--- src/rtl/alu_pkg.sv ---
// Shared definitions for the ALU issue controller: opcodes, ALU function codes, FSM states
// and the opcode decoder.
package alu_pkg;

    localparam logic [3:0] OP_ADD = 4'b0010;
    localparam logic [3:0] OP_SUB = 4'b0011;
    localparam logic [3:0] OP_NOT = 4'b0100;
    localparam logic [3:0] OP_SHL = 4'b0101;
    localparam logic [3:0] OP_SHR = 4'b0110;
    localparam logic [3:0] OP_AND = 4'b0111;
    localparam logic [3:0] OP_OR  = 4'b1000;
    localparam logic [3:0] OP_SLT = 4'b1001;
    localparam logic [3:0] OP_EQ  = 4'b1010;

    localparam logic [4:0] ALU_ADD = 5'b00000;
    localparam logic [4:0] ALU_SUB = 5'b00001;
    localparam logic [4:0] ALU_NOT = 5'b00010;
    localparam logic [4:0] ALU_SHL = 5'b00011;
    localparam logic [4:0] ALU_SHR = 5'b00100;
    localparam logic [4:0] ALU_AND = 5'b00101;
    localparam logic [4:0] ALU_OR  = 5'b00110;
    localparam logic [4:0] ALU_EQ  = 5'b00111;
    localparam logic [4:0] ALU_SLT = 5'b01000;

    typedef enum logic [1:0] {StIdle, StRead, StExec, StWb} state_e;

    typedef struct packed {
        logic       legal;
        logic [4:0] ctrl;
    } decode_t;

    // Illegal opcodes decode to ALU_ADD with legal=0 so alu_control stays well defined.
    function automatic decode_t decode_op(input logic [3:0] op);
        decode_t d;
        d.legal = 1'b1;
        d.ctrl  = ALU_ADD;
        case (op)
            OP_ADD:  d.ctrl = ALU_ADD;
            OP_SUB:  d.ctrl = ALU_SUB;
            OP_NOT:  d.ctrl = ALU_NOT;
            OP_SHL:  d.ctrl = ALU_SHL;
            OP_SHR:  d.ctrl = ALU_SHR;
            OP_AND:  d.ctrl = ALU_AND;
            OP_OR:   d.ctrl = ALU_OR;
            OP_SLT:  d.ctrl = ALU_SLT;
            OP_EQ:   d.ctrl = ALU_EQ;
            default: d.legal = 1'b0;
        endcase
        return d;
    endfunction

endpackage

--- src/rtl/alu_issue_ctrl_if.sv ---
// Instruction-in and writeback-out handshake bundle of the ALU issue controller.
interface alu_issue_ctrl_if #(
    parameter int unsigned DATA_W = 16
);
    logic              in_valid;
    logic              in_ready;
    logic [15:0]       in_instr;
    logic              out_valid;
    logic              out_ready;
    logic [DATA_W-1:0] out_data;
    logic              out_zero;
    logic [2:0]        out_rd;
    logic              out_err;

    modport master (
        output in_valid, in_instr, out_ready,
        input  in_ready, out_valid, out_data, out_zero, out_rd, out_err
    );

    modport slave (
        input  in_valid, in_instr, out_ready,
        output in_ready, out_valid, out_data, out_zero, out_rd, out_err
    );
endinterface

--- src/rtl/alu_regfile.sv ---
// Register file: r0 reads zero, two operand read ports plus a debug port, one synchronous
// write port, cleared by the asynchronous reset.
module alu_regfile #(
    parameter int unsigned DATA_W     = 16,
    parameter int unsigned REG_ADDR_W = 3
) (
    input  logic                  clk,
    input  logic                  reset_n,
    input  logic [REG_ADDR_W-1:0] rd_addr_a,
    output logic [DATA_W-1:0]     rd_data_a,
    input  logic [REG_ADDR_W-1:0] rd_addr_b,
    output logic [DATA_W-1:0]     rd_data_b,
    input  logic [REG_ADDR_W-1:0] dbg_addr,
    output logic [DATA_W-1:0]     dbg_data,
    input  logic                  wr_en,
    input  logic [REG_ADDR_W-1:0] wr_addr,
    input  logic [DATA_W-1:0]     wr_data
);
    localparam int NumRegs = 2 ** REG_ADDR_W;

    logic [DATA_W-1:0] regs_q [NumRegs];

    always_ff @(posedge clk or negedge reset_n) begin
        if (!reset_n) begin
            for (int i = 0; i < NumRegs; i++) begin
                regs_q[i] <= '0;
            end
        end else if (wr_en && (wr_addr != '0)) begin
            regs_q[wr_addr] <= wr_data;
        end
    end

    assign rd_data_a = (rd_addr_a == '0) ? '0 : regs_q[rd_addr_a];
    assign rd_data_b = (rd_addr_b == '0) ? '0 : regs_q[rd_addr_b];
    assign dbg_data  = (dbg_addr == '0) ? '0 : regs_q[dbg_addr];

endmodule

--- src/rtl/alu_issue_ctrl.sv ---
// Serial issue controller: accepts one instruction, drives the external ALU from registers,
// writes the result back to the register file and returns it on the writeback port.
module alu_issue_ctrl
    import alu_pkg::*;
#(
    parameter int unsigned DATA_W     = 16,
    parameter int unsigned REG_ADDR_W = 3,
    parameter int unsigned CNT_W      = 16
) (
    input  logic                  clk,
    input  logic                  reset_n,
    alu_issue_ctrl_if.slave       bus,
    output logic [DATA_W-1:0]     alu_a,
    output logic [DATA_W-1:0]     alu_b,
    output logic [4:0]            alu_control,
    input  logic [DATA_W-1:0]     alu_result,
    input  logic                  alu_zero,
    output logic [CNT_W-1:0]      retired,
    input  logic [REG_ADDR_W-1:0] dbg_addr,
    output logic [DATA_W-1:0]     dbg_data
);
    state_e                state_q, state_d;
    logic [15:3]           instr_q;
    decode_t               dec;
    logic [REG_ADDR_W-1:0] rs1, rs2, rd;
    logic [DATA_W-1:0]     rs1_data, rs2_data;
    logic [DATA_W-1:0]     alu_a_q, alu_b_q;
    logic [4:0]            alu_ctrl_q;
    logic [DATA_W-1:0]     out_data_q;
    logic                  out_zero_q, out_err_q;
    logic [2:0]            out_rd_q;
    logic [CNT_W-1:0]      retired_q;
    logic                  in_ready, out_valid, accept, wr_en;

    assign rs1    = instr_q[11:9];
    assign rs2    = instr_q[8:6];
    assign rd     = instr_q[5:3];
    assign dec    = decode_op(instr_q[15:12]);
    assign accept = bus.in_valid && in_ready;

    alu_regfile #(
        .DATA_W    (DATA_W),
        .REG_ADDR_W(REG_ADDR_W)
    ) u_regfile (
        .clk      (clk),
        .reset_n  (reset_n),
        .rd_addr_a(rs1),
        .rd_data_a(rs1_data),
        .rd_addr_b(rs2),
        .rd_data_b(rs2_data),
        .dbg_addr (dbg_addr),
        .dbg_data (dbg_data),
        .wr_en    (wr_en),
        .wr_addr  (rd),
        .wr_data  (alu_result)
    );

    always_ff @(posedge clk or negedge reset_n) begin
        if (!reset_n) begin
            state_q <= StIdle;
        end else begin
            state_q <= state_d;
        end
    end

    always_comb begin
        state_d = state_q;
        unique case (state_q)
            StIdle:  if (accept) state_d = StRead;
            StRead:  state_d = dec.legal ? StExec : StWb;
            StExec:  state_d = StWb;
            StWb:    if (bus.out_ready) state_d = StIdle;
            default: state_d = StIdle;
        endcase
    end

    always_comb begin
        in_ready  = (state_q == StIdle);
        out_valid = (state_q == StWb);
        wr_en     = (state_q == StExec) && (rd != '0);
    end

    // ALU pins only change on the READ edge, so they are stable across the whole EXEC cycle.
    always_ff @(posedge clk or negedge reset_n) begin
        if (!reset_n) begin
            instr_q    <= '0;
            alu_a_q    <= '0;
            alu_b_q    <= '0;
            alu_ctrl_q <= '0;
            out_data_q <= '0;
            out_zero_q <= 1'b0;
            out_err_q  <= 1'b0;
            out_rd_q   <= '0;
            retired_q  <= '0;
        end else begin
            if (accept) begin
                instr_q <= bus.in_instr[15:3];
            end
            if (state_q == StRead) begin
                alu_a_q    <= rs1_data;
                alu_b_q    <= rs2_data;
                alu_ctrl_q <= dec.ctrl;
                if (!dec.legal) begin
                    out_err_q  <= 1'b1;
                    out_data_q <= '0;
                    out_zero_q <= 1'b0;
                    out_rd_q   <= rd;
                end
            end
            if (state_q == StExec) begin
                out_data_q <= alu_result;
                out_zero_q <= alu_zero;
                out_err_q  <= 1'b0;
                out_rd_q   <= rd;
            end
            if ((state_q == StWb) && bus.out_ready) begin
                retired_q <= retired_q + CNT_W'(1);
            end
        end
    end

    assign bus.in_ready  = in_ready;
    assign bus.out_valid = out_valid;
    assign bus.out_data  = out_data_q;
    assign bus.out_zero  = out_zero_q;
    assign bus.out_rd    = out_rd_q;
    assign bus.out_err   = out_err_q;
    assign alu_a         = alu_a_q;
    assign alu_b         = alu_b_q;
    assign alu_control   = alu_ctrl_q;
    assign retired       = retired_q;

endmodule

--- src/flat_wrapper.sv ---
// flat-port wrapper written by rule: the top's interface ports become plain ports
module alu_issue_ctrl_flat import alu_pkg::*;
#(
    parameter int unsigned DATA_W     = 16,
    parameter int unsigned REG_ADDR_W = 3,
    parameter int unsigned CNT_W      = 16
)
  (clk, reset_n, alu_a, alu_b, alu_control, alu_result, alu_zero, retired, dbg_addr, dbg_data, bus_in_valid, bus_in_instr, bus_out_ready, bus_in_ready, bus_out_valid, bus_out_data, bus_out_zero, bus_out_rd, bus_out_err);
  alu_issue_ctrl_if #(.DATA_W(DATA_W)) bus_i ();
  input  logic clk;
  input  logic reset_n;
  output logic [DATA_W-1:0] alu_a;
  output logic [DATA_W-1:0] alu_b;
  output logic [4:0] alu_control;
  input  logic [DATA_W-1:0] alu_result;
  input  logic alu_zero;
  output logic [CNT_W-1:0] retired;
  input  logic [REG_ADDR_W-1:0] dbg_addr;
  output logic [DATA_W-1:0] dbg_data;
  input wire logic [$bits(bus_i.in_valid)-1:0] bus_in_valid;
  input wire logic [$bits(bus_i.in_instr)-1:0] bus_in_instr;
  input wire logic [$bits(bus_i.out_ready)-1:0] bus_out_ready;
  output wire logic [$bits(bus_i.in_ready)-1:0] bus_in_ready;
  output wire logic [$bits(bus_i.out_valid)-1:0] bus_out_valid;
  output wire logic [$bits(bus_i.out_data)-1:0] bus_out_data;
  output wire logic [$bits(bus_i.out_zero)-1:0] bus_out_zero;
  output wire logic [$bits(bus_i.out_rd)-1:0] bus_out_rd;
  output wire logic [$bits(bus_i.out_err)-1:0] bus_out_err;
  assign bus_i.in_valid = bus_in_valid;
  assign bus_i.in_instr = bus_in_instr;
  assign bus_i.out_ready = bus_out_ready;
  assign bus_in_ready = bus_i.in_ready;
  assign bus_out_valid = bus_i.out_valid;
  assign bus_out_data = bus_i.out_data;
  assign bus_out_zero = bus_i.out_zero;
  assign bus_out_rd = bus_i.out_rd;
  assign bus_out_err = bus_i.out_err;
  alu_issue_ctrl #(.DATA_W(DATA_W), .REG_ADDR_W(REG_ADDR_W), .CNT_W(CNT_W)) u_core (.clk(clk), .reset_n(reset_n), .bus(bus_i), .alu_a(alu_a), .alu_b(alu_b), .alu_control(alu_control), .alu_result(alu_result), .alu_zero(alu_zero), .retired(retired), .dbg_addr(dbg_addr), .dbg_data(dbg_data));
endmodule
--- config.mk ---
export PLATFORM = sky130hd
export DESIGN_NAME = alu_issue_ctrl_flat
export DESIGN_NICKNAME = d
export VERILOG_FILES = /design/src/rtl/alu_pkg.sv /design/src/rtl/alu_issue_ctrl_if.sv /design/src/rtl/alu_regfile.sv /design/src/rtl/alu_issue_ctrl.sv /design/src/flat_wrapper.sv
export SDC_FILE = /design/constraint.sdc
export NUM_CORES = 1
export LEC_CHECK = 0
export CORE_MARGIN = 2
export CORE_UTILIZATION = 50
export DETAILED_ROUTE_END_ITERATION = 6
export PLACE_DENSITY = 0.8
export SLEW_MARGIN = 20
export SYNTH_ARGS = -nofsm -noshare
export SYNTH_HDL_FRONTEND = slang
export SYNTH_SLANG_ARGS = --single-unit
--- constraint.sdc ---
create_clock -name clk -period 2.3 [get_ports clk]
set_input_delay 0.69 -clock clk [delete_from_list [all_inputs] [get_ports clk]]
set_output_delay 0.69 -clock clk [all_outputs]
set_load 0.005 [all_outputs]
==> results.toml <==
[yosys]
avgSynthCellArea_um2 = 12.8
yosysWarnings = 0
syn_inst = 817
ys_ff_latch = 200
ys_seq_area_share_pct = 47.8
synth_top_area_share_pct = 47.8
syn_nets = 862
synthTopCellsByArea = "dfrtp_1, mux2_2, mux2i_1"
ys_types = 47
synth.largest_area_cell = "dfrtp_1"
syn_area_um2 = 10500

[power]
pwr-share-comb_pct = 47.6
p_sw_uw = 7500
pwr-share-clk_pct = 16.1
p_sw_share_pct = 38.1
p_leak_uw = 0.00576
peakVddDrop_mv = 0.829
power.density_nw_per_um2 = 1470
internal-power_uw = 12200
power_frac_seq_pct = 36.4
finalPower_uw = 19700

[clock_tree]
cts_tree = "built"
clock_latency_ps = 440
cts.sinks = 200
clockBufferDepth = 2
cts_made_buffers = 17
clockRootBuffer = "clkbuf_16"
clk_pin_slew_worst_paths_ps = 70
h-tree-depth = 4

[detailed_routing]
wl_per_cell_um = 24.4
antenna_left = 0
wl_um = 30700
vias = 7976
post_drt_via_cell_ratio = 6.34
first_iter_violations = 657
drc = 0
drtPass1Iterations = 5

[floorplan]
die-area_um2 = 22100
fp.dieH_um = 149
core_um2 = 20400
pin_count = 132
dieWidth_um = 149
start_util_pct = 51.4
rows = 52

[critical_path]
critPathKind = "input port to primary output"
worstPathRequired_ps = 1610
cp_data_arrival_time_ps = 1820
reg2reg_slack_ps = 240
critPathCaptureType = "primary output"
worst_setup_path_start_kind = "input port"
critPathMaxFanout = 5

[grt]
grt_max_degree = 66
grt_pass1_vias = 8202
grt_usage_pct = 28.3
antenna_found_initial = 0
grt_overflow = 0
grt_pass1_wl_um = 47700

[sta]
drv_slew = 0
setup_ws_ps = -214
hold_violations = 0
grt_setup_unrepaired = "true"
max-slew-margin-rel_pct = 59.3
worst_pin_slew_ps = 610
period_share_pct = 109
setup_violations = 16
min_period_ps = 2510
fmax_ghz = 0.398
totalNegativeSetupSlack_ps = -2290
clock_skew_ps = 9.32

[outcome]
status = "complete, but fails checks"
violations = "setup timing"

[cells_and_area]
fin_area_um2 = 13400
n_antenna_cell = 0
drive_gt1_share_pct = 39.3
multiInputGateArea_um2 = 5280
nFillCells = 1443
nNetsFinal = 1021
area_growth_pct = 28.4
register_area_um2 = 5010

[place]
placed_cell_area_um2 = 12300
io_buffers = 127
hpwl_um = 19100
pre_cts_ws_ps = -992
gp_congestion = 0.867

[min_path]
hp-class = "input port to asynchronous set/reset pin"

[run]
maxCapViolCount = 0
-- path summary, 6_finish.rpt --
check | from | endpoint | cells after the start
max reg2reg | u_core.state_q[0] | u_core.u_regfile.regs_q[59] | 6
min in group clk | u_core.retired[15] | u_core.retired[15] | 1
min | reset_n | u_core.bus.out_data[13] | 1
min reg2reg | u_core.retired[15] | u_core.retired[15] | 1
max in group asynchronous | reset_n | u_core.u_regfile.regs_q[62] | 2
max | dbg_addr[0] | dbg_data[12] | 7
-- power by group through the flow --
stage                     clock (uW)  combinational (uW)  sequential, uW
after floorplan                    0                6060            6320
after global placement             0                8690            6960
after detailed placement           0                8940            7040
after CTS                       3210                9190            7020
after global routing            3340                9980            7350
final                           3170                9370            7160
-- cell usage in the layout (no fill, tap or decap), types with 4 or more instances in the layout --
| master | Yosys | final |
|---|---|---|
| a221oi_2 | 3 | 12 |
| a21oi_2 | 0 | 9 |
| a221oi_4 | 0 | 5 |
| a21oi_1 | 20 | 11 |
| buf_12 | 0 | 19 |
| nand3_1 | 6 | 6 |
| a211oi_1 | 14 | 14 |
| mux4_2 | 18 | 18 |
| o22a_1 | 21 | 21 |
| clkinv_4 | 0 | 4 |
| nand2_1 | 16 | 16 |
| nand4_1 | 5 | 5 |
| inv_1 | 24 | 10 |
| a221oi_1 | 19 | 5 |
| inv_6 | 0 | 4 |
| dfrtp_1 | 200 | 197 |
| buf_6 | 3 | 11 |
| nor2_1 | 30 | 30 |
| and3_1 | 4 | 4 |
| xnor2_1 | 9 | 9 |
| mux2i_1 | 61 | 61 |
| clkdlybuf4s50_1 | 0 | 106 |
| mux2_2 | 178 | 169 |
| xor2_1 | 6 | 6 |
| mux2_4 | 5 | 14 |
| clkbuf_16 | 0 | 17 |
| inv_2 | 0 | 14 |
| nand2b_1 | 4 | 4 |
| o21ai_0 | 8 | 7 |
| a22o_1 | 15 | 15 |
| nor2b_1 | 12 | 11 |
| a22oi_1 | 23 | 23 |
| o221ai_1 | 21 | 21 |
| buf_2 | 27 | 15 |
| buf_4 | 16 | 47 |
-- cell families (layout without fill, tap and decap cells) --
family                     Yosys count  count (layout)  synth area share (%)
and+or+nand+nor                     93              93                  4.97
DFF                                200             200                  47.8
xor gates and xnor gates            15              15                  1.26
muxes                              262             262                  29.6
adders and majority gates            5               5                 0.598
AOI/OAI and AO/OA                  152             152                  11.4
other                                1               1                0.0358
buffers and inverters               89             261                  4.30
-- state kept, by name, indices dropped and copies added, names as in the netlist --
| signal | flops |
|---|---|
| u_core.state_q | 2 |
| u_core.bus.out_err | 1 |
| u_core.alu_control | 4 |
| u_core.alu_b | 16 |
| u_core.bus.out_data | 16 |
| u_core.alu_a | 16 |
| u_core.retired | 16 |
| u_core.bus.out_rd | 3 |
| u_core.bus.out_zero | 1 |
| u_core.instr_q | 13 |
| u_core.u_regfile.regs_q | 112 |
-- per-layer routing --
layer	part of all wire (%)	global-route usage [%]	routed length, um	vias to the layer above
li1	-	-	-	3417
met1	41	37.9	12700	4132
met2	49	45.3	15000	357
met3	6.5	5.09	2010	70
met4	3.4	12.8	1040	0
met5	0	0	0	-
-- Yosys cell counts (all sizes together) --
cell / number
and2: 1
ha: 5
nand2: 16
nor3: 4
nand3: 6
mux2: 183
a21oi: 20
a211oi: 14
clkbuf: 19
mux4: 18
buf: 46
a221oi: 22
mux2i: 61
xor2: 6
o32a: 1
and4bb: 2
nor2: 30
a31oi: 2
and3: 4
xnor2: 9
inv: 24
o21ai: 8
o22a: 21
o31ai: 1
a41oi: 1
nor3b: 1
nand3b: 1
nand4b: 3
conb: 1
nand2b: 4
a22oi: 23
a221o: 1
dfrtp: 200
nor2b: 13
or3b: 1
and4: 1
o221ai: 21
a22o: 15
a21o: 2
nand4: 6
-- repair_timing --
item                       4_1_cts  5_1_grt
gates resized for setup        141       22
setup endpoints to repair       50       17
buffers inserted                18        1
pin swaps                       17        9
hold buffers                     0        0
cloned                           4        0
-- final cells by class --
type                       instances  area share (%)
clock inverter                    15            1.42
clock buffer                      17            3.17
inverter                          24           0.670
sequential                       200            37.3
tap                              270            2.51
multi-input combinational        528            39.3
timing repair buffer             205            15.7
-- worst max-delay path: stages --
cell and delay (ps):
buf_12 110, buf_12 130, buf_12 110, mux4_2 530
inv_2 60, a21oi_1 50, buf_2 130
-- metrics by stage --
stage | std cells | hold slack [ps] | utilization (%)
2_1_floorplan | 817 | 394 | -
3_3_place_gp | 1206 | 463 | 60.5
3_5_place_dp | 1206 | 464 | 60.5
4_1_cts | 1260 | 246 | 65.6
5_1_grt | 1259 | 261 | 66.0
6_report | 1259 | 229 | 66.0
Note: power is estimated with default switching activity, not from simulation.
